[src/rtl/saida_display_n_if.sv]
// rtl/saida_display_n_if.sv - result capture and 7-segment output bus for saida_display_n
interface saida_display_n_if #(
  parameter int LARGURA = 32,
  parameter int DIGITOS = 4
);
  logic                 escrever;
  logic [LARGURA-1:0]   entrada;
  logic                 modo;
  logic                 com_sinal;
  logic [DIGITOS*7-1:0] segmentos;
  logic                 ocupado;
  logic                 pronto;
  logic                 estouro;

  modport master (
    output escrever, entrada, modo, com_sinal,
    input  segmentos, ocupado, pronto, estouro
  );

  modport slave (
    input  escrever, entrada, modo, com_sinal,
    output segmentos, ocupado, pronto, estouro
  );
endinterface

[src/rtl/saida_display_n.sv]
// rtl/saida_display_n.sv - parametrised hex/decimal 7-segment result display (optional SAIDA_DISPLAY_BLANK_EN blanks leading zeros)
module saida_display_n #(
  parameter int LARGURA = 32,
  parameter int DIGITOS = 4
) (
  input  logic         clock,
  input  logic         reseta,
  saida_display_n_if.slave bus
);

  localparam int NB = 4 * DIGITOS;
  localparam int CW = $clog2(LARGURA + 1);
  localparam logic [6:0] SEG_MENOS   = 7'b0111111;
  localparam logic [6:0] SEG_APAGADO = 7'h7F;

  function automatic logic [63:0] pot10(input int n);
    logic [63:0] r;
    r = 64'd1;
    for (int i = 0; i < n; i++) r = r * 64'd10;
    return r;
  endfunction

  // Largest magnitude each rendering can show without overflow
  localparam logic [63:0] LIM_HEX = (64'd1 << NB) - 64'd1;
  localparam logic [63:0] LIM_DEC = pot10(DIGITOS) - 64'd1;
  localparam logic [63:0] LIM_NEG = pot10(DIGITOS - 1) - 64'd1;

  function automatic logic [6:0] glifo(input logic [3:0] v);
    case (v)
      4'h0: glifo = 7'b1000000;
      4'h1: glifo = 7'b1111001;
      4'h2: glifo = 7'b0100100;
      4'h3: glifo = 7'b0110000;
      4'h4: glifo = 7'b0011001;
      4'h5: glifo = 7'b0010010;
      4'h6: glifo = 7'b0000010;
      4'h7: glifo = 7'b1111000;
      4'h8: glifo = 7'b0000000;
      4'h9: glifo = 7'b0010000;
      4'hA: glifo = 7'b0001000;
      4'hB: glifo = 7'b0000011;
      4'hC: glifo = 7'b1000110;
      4'hD: glifo = 7'b0100001;
      4'hE: glifo = 7'b0000110;
      4'hF: glifo = 7'b0001110;
      default: glifo = SEG_APAGADO;
    endcase
  endfunction

  typedef enum logic [1:0] {OCIOSO, CAPTURA, CONVERTE, CARREGA} estado_t;

  estado_t              estado_q, estado_d;
  logic [LARGURA-1:0]   dado_q, dado_d;
  logic [LARGURA-1:0]   shift_q, shift_d;
  logic                 modo_q, modo_d;
  logic                 sinal_q, sinal_d;
  logic                 neg_q, neg_d;
  logic                 ovf_q, ovf_d;
  logic [NB-1:0]        bcd_q, bcd_d;
  logic [CW-1:0]        cont_q, cont_d;
  logic [7*DIGITOS-1:0] seg_q, seg_d;
  logic                 pronto_q, pronto_d;
  logic                 estouro_q, estouro_d;

  logic [LARGURA-1:0]   mag;
  logic                 neg_cap;
  logic                 carry;
  logic [3:0]           dig;
  logic [NB-1:0]        hex_nib;
  logic [NB-1:0]        nib;
  logic [7*DIGITOS-1:0] padrao;
`ifdef SAIDA_DISPLAY_BLANK_EN
  int                   msd;
`endif

  // Next-state logic of the capture/convert/load sequence
  always_comb begin
    estado_d = estado_q;
    case (estado_q)
      OCIOSO:   if (bus.escrever) estado_d = CAPTURA;
      CAPTURA:  estado_d = modo_q ? CONVERTE : CARREGA;
      CONVERTE: if (cont_q == CW'(1)) estado_d = CARREGA;
      CARREGA:  estado_d = OCIOSO;
      default:  estado_d = OCIOSO;
    endcase
  end

  // State register
  always_ff @(posedge clock or negedge reseta) begin
    if (!reseta) estado_q <= OCIOSO;
    else         estado_q <= estado_d;
  end

  // Sign and magnitude of the latched value; negation covers the most-negative input
  always_comb begin
    neg_cap = sinal_q & modo_q & dado_q[LARGURA-1];
    mag     = neg_cap ? (-dado_q) : dado_q;
  end

  // Capture, overflow decision and one double-dabble step per CONVERTE cycle
  always_comb begin
    dado_d  = dado_q;
    modo_d  = modo_q;
    sinal_d = sinal_q;
    neg_d   = neg_q;
    ovf_d   = ovf_q;
    shift_d = shift_q;
    bcd_d   = bcd_q;
    cont_d  = cont_q;
    carry   = 1'b0;
    dig     = 4'd0;
    case (estado_q)
      OCIOSO: begin
        if (bus.escrever) begin
          dado_d  = bus.entrada;
          modo_d  = bus.modo;
          sinal_d = bus.com_sinal;
        end
      end
      CAPTURA: begin
        neg_d   = neg_cap;
        shift_d = mag;
        bcd_d   = '0;
        cont_d  = CW'(LARGURA);
        if (!modo_q)      ovf_d = 64'(mag) > LIM_HEX;
        else if (neg_cap) ovf_d = 64'(mag) > LIM_NEG;
        else              ovf_d = 64'(mag) > LIM_DEC;
      end
      CONVERTE: begin
        // Carry out of the top nibble is dropped: overflow is already known
        carry = shift_q[LARGURA-1];
        for (int k = 0; k < DIGITOS; k++) begin
          dig = bcd_q[4*k +: 4];
          if (dig >= 4'd5) dig = dig + 4'd3;
          bcd_d[4*k +: 4] = {dig[2:0], carry};
          carry = dig[3];
        end
        shift_d = {shift_q[LARGURA-2:0], 1'b0};
        cont_d  = cont_q - CW'(1);
      end
      default: ;
    endcase
  end

  generate
    if (NB > LARGURA) begin : g_hex_ext
      assign hex_nib = {{(NB-LARGURA){1'b0}}, shift_q};
    end else if (NB == LARGURA) begin : g_hex_eq
      assign hex_nib = shift_q;
    end else begin : g_hex_trunc
      assign hex_nib = shift_q[NB-1:0];
    end
  endgenerate

  // Glyph pattern for the converted digits, with sign and overflow substitution
  always_comb begin
    nib    = modo_q ? bcd_q : hex_nib;
    padrao = '0;
`ifdef SAIDA_DISPLAY_BLANK_EN
    msd = 0;
    for (int k = 0; k < DIGITOS; k++) begin
      if (nib[4*k +: 4] != 4'd0) msd = k;
    end
`endif
    for (int k = 0; k < DIGITOS; k++) begin
      padrao[7*k +: 7] = glifo(nib[4*k +: 4]);
`ifdef SAIDA_DISPLAY_BLANK_EN
      if (k > msd) padrao[7*k +: 7] = SEG_APAGADO;
      if (neg_q && (k == msd + 1)) padrao[7*k +: 7] = SEG_MENOS;
`else
      if (neg_q && (k == DIGITOS - 1)) padrao[7*k +: 7] = SEG_MENOS;
`endif
    end
    if (ovf_q) padrao = {DIGITOS{SEG_MENOS}};
  end

  // Output registers change only in CARREGA, so a partial result never shows
  always_comb begin
    seg_d     = seg_q;
    pronto_d  = 1'b0;
    estouro_d = estouro_q;
    if (estado_q == CARREGA) begin
      seg_d     = padrao;
      pronto_d  = 1'b1;
      estouro_d = ovf_q;
    end
  end

  // Datapath and output registers
  always_ff @(posedge clock or negedge reseta) begin
    if (!reseta) begin
      dado_q    <= '0;
      modo_q    <= 1'b0;
      sinal_q   <= 1'b0;
      neg_q     <= 1'b0;
      ovf_q     <= 1'b0;
      shift_q   <= '0;
      bcd_q     <= '0;
      cont_q    <= '0;
      seg_q     <= {DIGITOS{SEG_APAGADO}};
      pronto_q  <= 1'b0;
      estouro_q <= 1'b0;
    end else begin
      dado_q    <= dado_d;
      modo_q    <= modo_d;
      sinal_q   <= sinal_d;
      neg_q     <= neg_d;
      ovf_q     <= ovf_d;
      shift_q   <= shift_d;
      bcd_q     <= bcd_d;
      cont_q    <= cont_d;
      seg_q     <= seg_d;
      pronto_q  <= pronto_d;
      estouro_q <= estouro_d;
    end
  end

  assign bus.segmentos = seg_q;
  assign bus.pronto    = pronto_q;
  assign bus.estouro   = estouro_q;
  assign bus.ocupado   = (estado_q != OCIOSO);

endmodule

[src/flat_wrapper.sv]
// flat-port wrapper written by rule: the top's interface ports become plain ports
module saida_display_n_flat 
#(
  parameter int LARGURA = 32,
  parameter int DIGITOS = 4
)
  (clock, reseta, bus_escrever, bus_entrada, bus_modo, bus_com_sinal, bus_segmentos, bus_ocupado, bus_pronto, bus_estouro);
  saida_display_n_if #(.LARGURA(LARGURA), .DIGITOS(DIGITOS)) bus_i ();
  input  logic clock;
  input  logic reseta;
  input wire logic [$bits(bus_i.escrever)-1:0] bus_escrever;
  input wire logic [$bits(bus_i.entrada)-1:0] bus_entrada;
  input wire logic [$bits(bus_i.modo)-1:0] bus_modo;
  input wire logic [$bits(bus_i.com_sinal)-1:0] bus_com_sinal;
  output wire logic [$bits(bus_i.segmentos)-1:0] bus_segmentos;
  output wire logic [$bits(bus_i.ocupado)-1:0] bus_ocupado;
  output wire logic [$bits(bus_i.pronto)-1:0] bus_pronto;
  output wire logic [$bits(bus_i.estouro)-1:0] bus_estouro;
  assign bus_i.escrever = bus_escrever;
  assign bus_i.entrada = bus_entrada;
  assign bus_i.modo = bus_modo;
  assign bus_i.com_sinal = bus_com_sinal;
  assign bus_segmentos = bus_i.segmentos;
  assign bus_ocupado = bus_i.ocupado;
  assign bus_pronto = bus_i.pronto;
  assign bus_estouro = bus_i.estouro;
  saida_display_n #(.LARGURA(LARGURA), .DIGITOS(DIGITOS)) u_core (.clock(clock), .reseta(reseta), .bus(bus_i));
endmodule
[config.mk]
export PLATFORM = sky130hd
export DESIGN_NAME = saida_display_n_flat
export DESIGN_NICKNAME = d
export VERILOG_FILES = /design/src/rtl/saida_display_n_if.sv /design/src/rtl/saida_display_n.sv /design/src/flat_wrapper.sv
export SDC_FILE = /design/constraint.sdc
export NUM_CORES = 1
export LEC_CHECK = 0
export BUFFER_PORTS_ARGS = -buffer_cell sky130_fd_sc_hd__buf_2
export CAP_MARGIN = 10
export CORE_MARGIN = 2
export CORE_UTILIZATION = 41
export CTS_CLUSTER_SIZE = 14
export DETAILED_ROUTE_END_ITERATION = 7
export GPL_ROUTABILITY_DRIVEN = 0
export PLACE_DENSITY_LB_ADDON = 0.25
export SLEW_MARGIN = 20
export SYNTH_ARGS = -nofsm -noshare
export SYNTH_HDL_FRONTEND = slang
export SYNTH_SLANG_ARGS = --single-unit
[constraint.sdc]
create_clock -name clock -period 3.5 [get_ports clock]
set_input_delay 0.175 -clock clock [delete_from_list [all_inputs] [get_ports clock]]
set_output_delay 0.175 -clock clock [all_outputs]
set_load 0.005 [all_outputs]
# Word level (Yosys, flattened, before mapping)
# Memories as Yosys holds them, arrays and structs flattened.
# Index checks and enable logic that the tools add are counted.
dict set report classes {
  n_addsub 6
  eq_ne 6
  reduce_logical 5
  n_lt_le_gt_ge 7
  muxes 18
  n_bitwise 2
}
# op n
set ops {}
lappend ops {{$pmux 32 s2} 1}
lappend ops {{$gt 32x10->1 const B} 1}
lappend ops {{$gt 32x14->1 const B} 1}
lappend ops {{$gt 32x16->1 const B} 1}
lappend ops {{$mux 32} 1}
lappend ops {{$neg 32->32} 1}
lappend ops {{$pmux 16 s2} 1}
lappend ops {{$mux 28} 1}
lappend ops {{$ge 4x3->1 const B} 4}
lappend ops {{$mux 16} 1}
lappend ops {{$add 4x2->4 const B} 3}
lappend ops {{$mux 4} 3}
lappend ops {{$pmux 6 s2} 1}
lappend ops {{$pmux 2 s4} 1}
lappend ops {{$mux 7} 1}
lappend ops {{$eq 6x1->1 const B} 1}
lappend ops {{$sub 6x1->6 const B} 1}
lappend ops {{$eq 2x2->1 const B} 2}
lappend ops {{$mux 1} 4}
lappend ops {{$mux 2} 2}
lappend ops {{$reduce_and 2->1} 2}
lappend ops {{$reduce_bool 2->1} 2}
lappend ops {{$add 3x2->3 const B} 1}
lappend ops {{$mux 3} 1}
lappend ops {{5 further kinds} 6}
dict set report word_totals {
  reg_bits 122
  romBits 448
  wordCells 60
  input_bits 37
  n_memories 4
  out_inout_bits 31
}
# name depth word_bits read_ports rd_clocked_by_memory_dff wr line_no
set mem_list {}
lappend mem_list {{(no name shown)} 16 7 1 0 0 saida_display_n.sv:29} ;# case (v)
lappend mem_list {{(no name shown)} 16 7 1 0 0 saida_display_n.sv:29}
lappend mem_list {{(no name shown)} 16 7 1 0 0 saida_display_n.sv:29}
lappend mem_list {{(no name shown)} 16 7 1 0 0 saida_display_n.sv:29}

# Logic depth before layout (Yosys ltp)
# Gate-level depths: netlist of the first run.
dict set report depth {
  depth_word 6
  depth_mapped 10
  mapped_depth_nobuf 9
}

# Worst setup path after synthesis of the first run
# Ideal clock, no wire load.
dict set report synth_timing {
  path_kind {reg-to-reg}
  start {register u_core.dado_q[17]}
  end {register u_core.ovf_q}
  stages_incl_launch_ff 8
  arrival_ns 2.546
  setup_ns 0.140
  path_buffers 0
  path_slack_ns 0.814
  path_cell_list {dfrtp_1 -> or4_4 -> or4_4 -> or4_4 -> mux2_4 -> a32oi_1 -> nor4_1 -> a31oi_1}
}
dict set report synth_via {
  elab_chain_len 5
}
# item line_no
set synth_rtl {}
lappend synth_rtl {{start: declaration} saida_display_n.sv:53} ;# logic [LARGURA-1:0] dado_q, dado_d;
lappend synth_rtl {{start signal: assignment} saida_display_n.sv:204} ;# dado_q <= dado_d;
lappend synth_rtl {{$neg 32->32} saida_display_n.sv:97} ;# mag = neg_cap ? (-dado_q) : dado_q;
lappend synth_rtl {{$mux 32 (*)} saida_display_n.sv:97}
lappend synth_rtl {{$gt 32x14->1 or $gt 32x10->1 (tied branches)} {saida_display_n.sv:127, saida_display_n.sv:126}}
lappend synth_rtl {{$mux 1} saida_display_n.sv:126} ;# else if (neg_cap) ovf_d = 64'(mag) > LIM_NEG;
lappend synth_rtl {{$mux 1 (*)} saida_display_n.sv:125} ;# if (!modo_q) ovf_d = 64'(mag) > LIM_HEX;
lappend synth_rtl {{end signal: assignment} saida_display_n.sv:208} ;# ovf_q <= ovf_d;
lappend synth_rtl {{end: declaration} saida_display_n.sv:58} ;# logic ovf_q, ovf_d;
# Mark *: on every way between the ends. The rest lies on a longest branch, timed or not.
# A chain may end at the register's enable or synchronous reset.

# Worst setup path after layout of the first run
dict set report layout_timing {
  start {register u_core.dado_q[1]}
  end {register u_core.ovf_q}
}
# Same word-level chain as after synthesis.

==> results of run 1 <==
==> layer usage <==
layer	wire length (um)	vias up	global-route usage
met3	745	24	0.0412
met1	8150	2829	0.248
met5	0	-	0
met2	7870	155	0.299
li1	-	2937	-
met4	286	0	0.0612
==> power by group through the flow <==
stage / combinational (mW) / clock [mW] / sequential, mW
2_1_floorplan: 3.03 / 0 / 2.22
3_3_place_gp: 3.72 / 0 / 2.42
3_5_place_dp: 3.76 / 0 / 2.44
4_1_cts: 3.82 / 1.79 / 2.43
5_1_grt: 4.28 / 1.85 / 2.51
6_report: 3.79 / 1.75 / 2.43
==> worst min path at each step <==
stage / cells past startpoint / slack (ns) / endpoint
global placement: 1 / 0.39 / u_core.cont_q[4]
CTS: 2 / 0.01 / u_core.dado_q[1]
floorplan: 0 / -0.12 / u_core.bcd_q[0]
detailed placement: 1 / 0.39 / u_core.bus.estouro
global route: 2 / 0.01 / u_core.dado_q[1]
finish: 2 / 0.01 / u_core.dado_q[1]
==> placed cells by master, fill, tap and decap left out, types with 19 or more instances in the layout <==
| cell type | synthesis | final |
|---|---|---|
| nand2_1 | 71 | 71 |
| o21ai_0 | 56 | 56 |
| clkbuf_16 | 0 | 19 |
| nor3_1 | 19 | 19 |
| a21oi_1 | 36 | 36 |
| dfstp_2 | 28 | 28 |
| dlygate4sd3_1 | 0 | 33 |
| inv_1 | 29 | 29 |
| ha_1 | 40 | 39 |
| xnor2_1 | 29 | 29 |
| a31oi_1 | 23 | 23 |
| dfrtp_1 | 94 | 94 |
| buf_2 | 1 | 66 |
| mux2_2 | 77 | 77 |
| nor2_1 | 68 | 68 |
==> worst max-delay path, stage by stage, from the launching register on <==
cell	delay, ns
dfrtp_1	0.40
inv_1	0.09
ha_1	0.23
nor4b_2	0.52
nand4_1	0.44
or4_4	0.62
mux2_4	0.21
a32oi_1	0.09
nor4_1	0.27
a31oi_1	0.11
==> final cells by class <==
type | instances | area share
multi-input cells | 568 | 0.453
well taps | 229 | 0.0320
clock inverters | 6 | 0.00615
repair buffers | 118 | 0.0911
flip-flops and latches | 122 | 0.345
inverters | 30 | 0.0126
clock buffers | 26 | 0.0605
==> state kept, by name, indices dropped and copies added (netlist names) <==
signal                flops
u_core.bcd_q             16
u_core.bus.estouro        1
u_core.bus.pronto         1
u_core.bus.segmentos     28
u_core.cont_q             6
u_core.dado_q            32
u_core.estado_q           2
u_core.modo_q             1
u_core.neg_q              1
u_core.ovf_q              1
u_core.shift_q           32
u_core.sinal_q            1
==> logic make-up (layout without fill, tap and decap cells) <==
group	after synthesis	in the layout	synth area share
multiplexers	96	96	0.143
XOR/XNOR	39	39	0.0461
AND/OR/NAND/NOR	213	213	0.135
adder cells (fa/ha/maj)	40	40	0.0676
buffers and inverters	71	180	0.0361
AO/OA/AOI/OAI	180	180	0.155
flip-flops	122	122	0.417
==> per-stage QoR <==
step                hold slack, ns  area (sq um)  instances
floorplan                   -0.121          7410        761
global placement             0.390          8030       1034
detailed placement           0.389          8030       1034
CTS                         0.0113          8950       1099
global route                0.0133          8950       1099
finish                      0.0136          8950       1099
==> flow_metrics.env, run 1 <==
export IMPL_area_delta_synth_final_pct=20.9
export IMPL_clk_latency_ns=0.42
export IMPL_rsz0062_at_grt="false"
export IMPL_p_sw_frac=0.405
export IMPL_vdd_drop_max_mv=0.495
export IMPL_worst_pin_slew_ns=0.957
export IMPL_cts_root_buf="clkbuf_16"
export IMPL_ys_ff_latch=122
export IMPL_fin_crit_ns=3.12
export IMPL_ctsHoldBuffers=33
export IMPL_cp_arrival_ns=3.40
export IMPL_crit_end="u_core.ovf_q"
export IMPL_die_w_um=138
export IMPL_r2r_end="u_core.ovf_q"
export IMPL_die_h_um=138
export IMPL_antenna_cells=0
export IMPL_initial_core_util=0.415
export IMPL_min_from="bus_entrada[1]"
export IMPL_powerDensity_nw_per_um2=891
export IMPL_overflow=0
export IMPL_async_reset_ff_frac=1.00
export IMPL_fill_cells=1700
export IMPL_worstSetupEndpointType="register"
export IMPL_synth_fp_nets=838
export IMPL_antenna_found_initial=0
export IMPL_status="complete, no violations"
export IMPL_syn_area_sq_um=7410
export IMPL_fin_nets=934
export IMPL_drt_iter0_markers=312
export IMPL_slew_headroom=0.362
export IMPL_multi_input_area_sq_um=4060
export IMPL_finalSetupViolCount=0
export IMPL_critical_path_class="register to register"
export IMPL_worst_slack_ns=0.376
export IMPL_synth_top_cell_area_share=0.318
export IMPL_worstReg2RegStart="u_core.dado_q[1]"
export IMPL_yosys_top_cells_count="dfrtp_1 (94), mux2_2 (77), nand2_1 (71)"
export IMPL_drt_total_wl_um=17100
export IMPL_grt_max_degree=75
export IMPL_clock_path_buffers=2
export IMPL_hold_violations=0
export IMPL_drc_errors=0
export IMPL_vias=5945
export IMPL_hold_class="input port to register"
export IMPL_postRouteAntennaNets=0
export IMPL_first_global_vias=5928
export IMPL_crit_start="u_core.dado_q[1]"
export IMPL_dp_hpwl_um=11800
export IMPL_ctsHtreeMaxLevel=4
export IMPL_drv_cap=0
export IMPL_finalPower_mw=7.97
export IMPL_clkPwrFrac=0.220
export IMPL_clk_pin_slew_worst_paths_ns=0.05
export IMPL_synth_avg_cell_area_sq_um=9.74
export IMPL_cts_buffers=17
export IMPL_r2r_slack_ns=0.38
export IMPL_cp_required_ns=3.77
export IMPL_grtUsageTotal=0.185
export IMPL_regArea_sq_um=3090
export IMPL_synthCells=761
export IMPL_yosysWarnings=0
export IMPL_switching_power_mw=3.23
export IMPL_die_area_sq_um=19200
export IMPL_post_cts_buffers=0
export IMPL_synth_cell_type_count=62
export IMPL_worstSetupStartpointType="register"
export IMPL_p_int_mw=4.75
export IMPL_synth_edf_count=0
export IMPL_final_max_slew_viol_count=0
export IMPL_fmax_ghz=0.320
export IMPL_period_share=0.893
export IMPL_leakagePower_nw=3.79
export IMPL_skew_ns=0.00509
export IMPL_path_max_fanout=7
export IMPL_num_rows=49
export IMPL_cts_tree="done"
export IMPL_drive_above_1_share=0.263
export IMPL_dp_slack_ns=0.470
export IMPL_firstDrtPassIters=5
export IMPL_worstRegToRegCells=9
export IMPL_p_seq_frac=0.305
export IMPL_viasPerCell=5.41
export IMPL_final_core_util=0.502
export IMPL_power_frac_comb=0.475
export IMPL_synth_area_leaders="dfrtp_1 (32%), mux2_2 (12%), dfstp_2 (9.9%), ha_1 (6.8%), o21ai_0 (3.8%)"
export IMPL_setup_tns_ns=0
export IMPL_core_area_sq_um=17800
export IMPL_synth_most_common_cell="dfrtp_1"
export IMPL_portBuffers=67
export IMPL_synth_seq_area_share=0.417
export IMPL_cts_resized_gates=0
export IMPL_synth_largest_area_cell="dfrtp_1"
export IMPL_cts_sinks=122
export IMPL_ys_flop_type="dfrtp_1"
export IMPL_io_pins=68
export IMPL_wire_per_inst_um=15.5
export IMPL_grt_first_pass_wirelength_um=29200
Note: power is estimated with default switching activity, not from simulation.
==> run 2: changes to the inputs <==
MAX_ROUTING_LAYER = met4   (was not set)
REMOVE_ABC_BUFFERS = 1   (was not set)
==> flow_metrics.env, run 2 (same netlist as run 1, synthesis figures left out) <==
export IMPL_leakagePower_nw=3.80
export IMPL_first_global_vias=5720
export IMPL_area_delta_synth_final_pct=21.5
export IMPL_worstSetupStartpointType="register"
export IMPL_vdd_drop_max_mv=0.460
export IMPL_dpl_cell_area_sq_um=8030
export IMPL_worstRegToRegCells=10
export IMPL_power_frac_comb=0.467
export IMPL_p_sw_frac=0.404
export IMPL_clk_latency_ns=0.42
export IMPL_finalSetupViolCount=0
export IMPL_cp_arrival_ns=3.20
export IMPL_fin_crit_ns=2.92
export IMPL_final_common_cell="dfrtp_1"
export IMPL_grtUsageTotal=0.186
export IMPL_powerDensity_nw_per_um2=898
export IMPL_setup_tns_ns=0
export IMPL_grt_first_pass_wirelength_um=28600
export IMPL_cp_required_ns=3.78
export IMPL_period_share=0.836
export IMPL_r2r_slack_ns=0.58
export IMPL_grt_max_degree=69
export IMPL_initial_core_util=0.415
export IMPL_core_area_sq_um=17800
export IMPL_dp_cells=1034
export IMPL_cts_buffers=17
export IMPL_worstPathCellList="inv_1, ha_1, nor4b_2, nand4_1, buf_4, or4_4, mux2_4, a32oi_1, nor4_1, a31oi_1"
export IMPL_skew_ns=0.00704
export IMPL_cts_sinks=122
export IMPL_hold_violations=0
export IMPL_die_area_sq_um=19200
export IMPL_wire_per_inst_um=15.2
export IMPL_drive_above_1_share=0.266
export IMPL_fmax_ghz=0.342
export IMPL_rsz0062_at_grt="false"
export IMPL_clkPwrFrac=0.234
export IMPL_clk_pin_slew_worst_paths_ns=0.06
export IMPL_antenna_cells=0
export IMPL_worst_slack_ns=0.575
export IMPL_clock_path_buffers=2
export IMPL_final_cell_mix="dfrtp_1 (94), mux2_2 (77), nand2_1 (71)"
export IMPL_critical_path_class="register to register"
export IMPL_fin_area_sq_um=9000
export IMPL_path_max_fanout=7
export IMPL_slew_headroom=0.473
export IMPL_die_h_um=138
export IMPL_dp_hpwl_um=11500
export IMPL_status="complete, no violations"
export IMPL_cts_tree="done"
export IMPL_drc_errors=0
export IMPL_io_pins=68
export IMPL_switching_power_mw=3.26
export IMPL_p_seq_frac=0.299
export IMPL_cts_resized_gates=0
export IMPL_final_max_slew_viol_count=0
export IMPL_postRouteAntennaNets=0
export IMPL_num_rows=49
export IMPL_dp_slack_ns=0.582
export IMPL_drv_cap=0
export IMPL_cp_slowest_cell="nor4b_2"
export IMPL_portBuffers=67
export IMPL_cts_root_buf="clkbuf_16"
export IMPL_vias=5941
export IMPL_stdcell_count=1100
export IMPL_die_w_um=138
export IMPL_worst_path_largest_cell_delay_ns=0.51
export IMPL_holdPathStages=2
export IMPL_drt_total_wl_um=16800
export IMPL_firstDrtPassIters=5
export IMPL_drt_iter0_markers=274
export IMPL_antenna_found_initial=0
export IMPL_ctsHtreeMaxLevel=4
export IMPL_hold_class="input port to register"
export IMPL_fin_nets=935
export IMPL_worstSetupEndpointType="register"
export IMPL_p_int_mw=4.82
export IMPL_viasPerCell=5.40
export IMPL_overflow=0
export IMPL_worst_pin_slew_ns=0.769
## run 2: changes by cell type in the layout (fill, tap and decap cells not counted), moves of 3 or more
| cell | before | now |
|---|---|---|
| bufinv_16 | 1 | 4 |
| clkbuf_1 | 3 | 0 |
| clkbuf_8 | 4 | 1 |
| inv_6 | 0 | 3 |
## run 2: metal layers
| metal | global-route usage | share of wire | routed length (um) | up-vias |
|---|---|---|---|---|
| met5 | - | 0 | 0 | - |
| met2 | 0.279 | 0.46 | 7710 | 113 |
| li1 | - | - | - | 2951 |
| met3 | 0.0336 | 0.039 | 660 | 17 |
| met1 | 0.258 | 0.49 | 8160 | 2860 |
| met4 | 0.0553 | 0.013 | 222 | 0 |
## run 2: path summary, 6_finish.rpt
check,startpoint,end
setup / recovery,u_core.dado_q[1],u_core.ovf_q
hold / removal,bus_modo,u_core.modo_q
hold reg to reg,u_core.bus.segmentos[27],u_core.bus.segmentos[27]
max in group asynchronous,reseta,u_core.bus.segmentos[10]
setup reg to reg,u_core.dado_q[1],u_core.ovf_q
min in group asynchronous,reseta,u_core.bcd_q[2]
## run 2: final cells by class
cell class	instances	area, sq um
Clock buffer	18	439
Clock inverter	14	194
Fill cell	1627	8840
Inverter	30	113
Multi-Input combinational cell	568	4060
Sequential cell	122	3090
Tap cell	229	287
Timing Repair Buffer	119	826
## run 2: critical path, delay by kind of cell (launching register included)
family                     cells  cell delay (ns)
DFF                            1             0.40
AOI/OAI and AO/OA              2             0.21
and+or+nand+nor                4             1.45
buffers and inverters          2             0.29
adders and majority gates      1             0.22
muxes                          1             0.21
## run 2: timing repair
action	4_1_cts	5_1_grt
buffers inserted	0	0
hold buffers	34	0
hold endpoints to repair	75	0
## run 2: metrics by stage
| step | power [mW] | util | hold slack [ns] |
|---|---|---|---|
| 6_report | 8.08 | 0.505 | 0.0138 |
| 5_1_grt | 8.75 | 0.505 | 0.00220 |
| 3_5_place_dp | 6.18 | 0.450 | 0.281 |
| 4_1_cts | 8.13 | 0.505 | 0.00432 |
| 2_1_floorplan | 5.15 | - | -0.121 |
| 3_3_place_gp | 6.13 | 0.450 | 0.275 |
## run 2: power by group through the flow
stage	registers [mW]	logic, mW	clock network (mW)
final	2.42	3.77	1.89
after CTS	2.41	3.79	1.93
after detailed placement	2.43	3.75	0
after floorplan	2.30	2.85	0
after global routing	2.49	4.27	2.00
after global placement	2.41	3.71	0
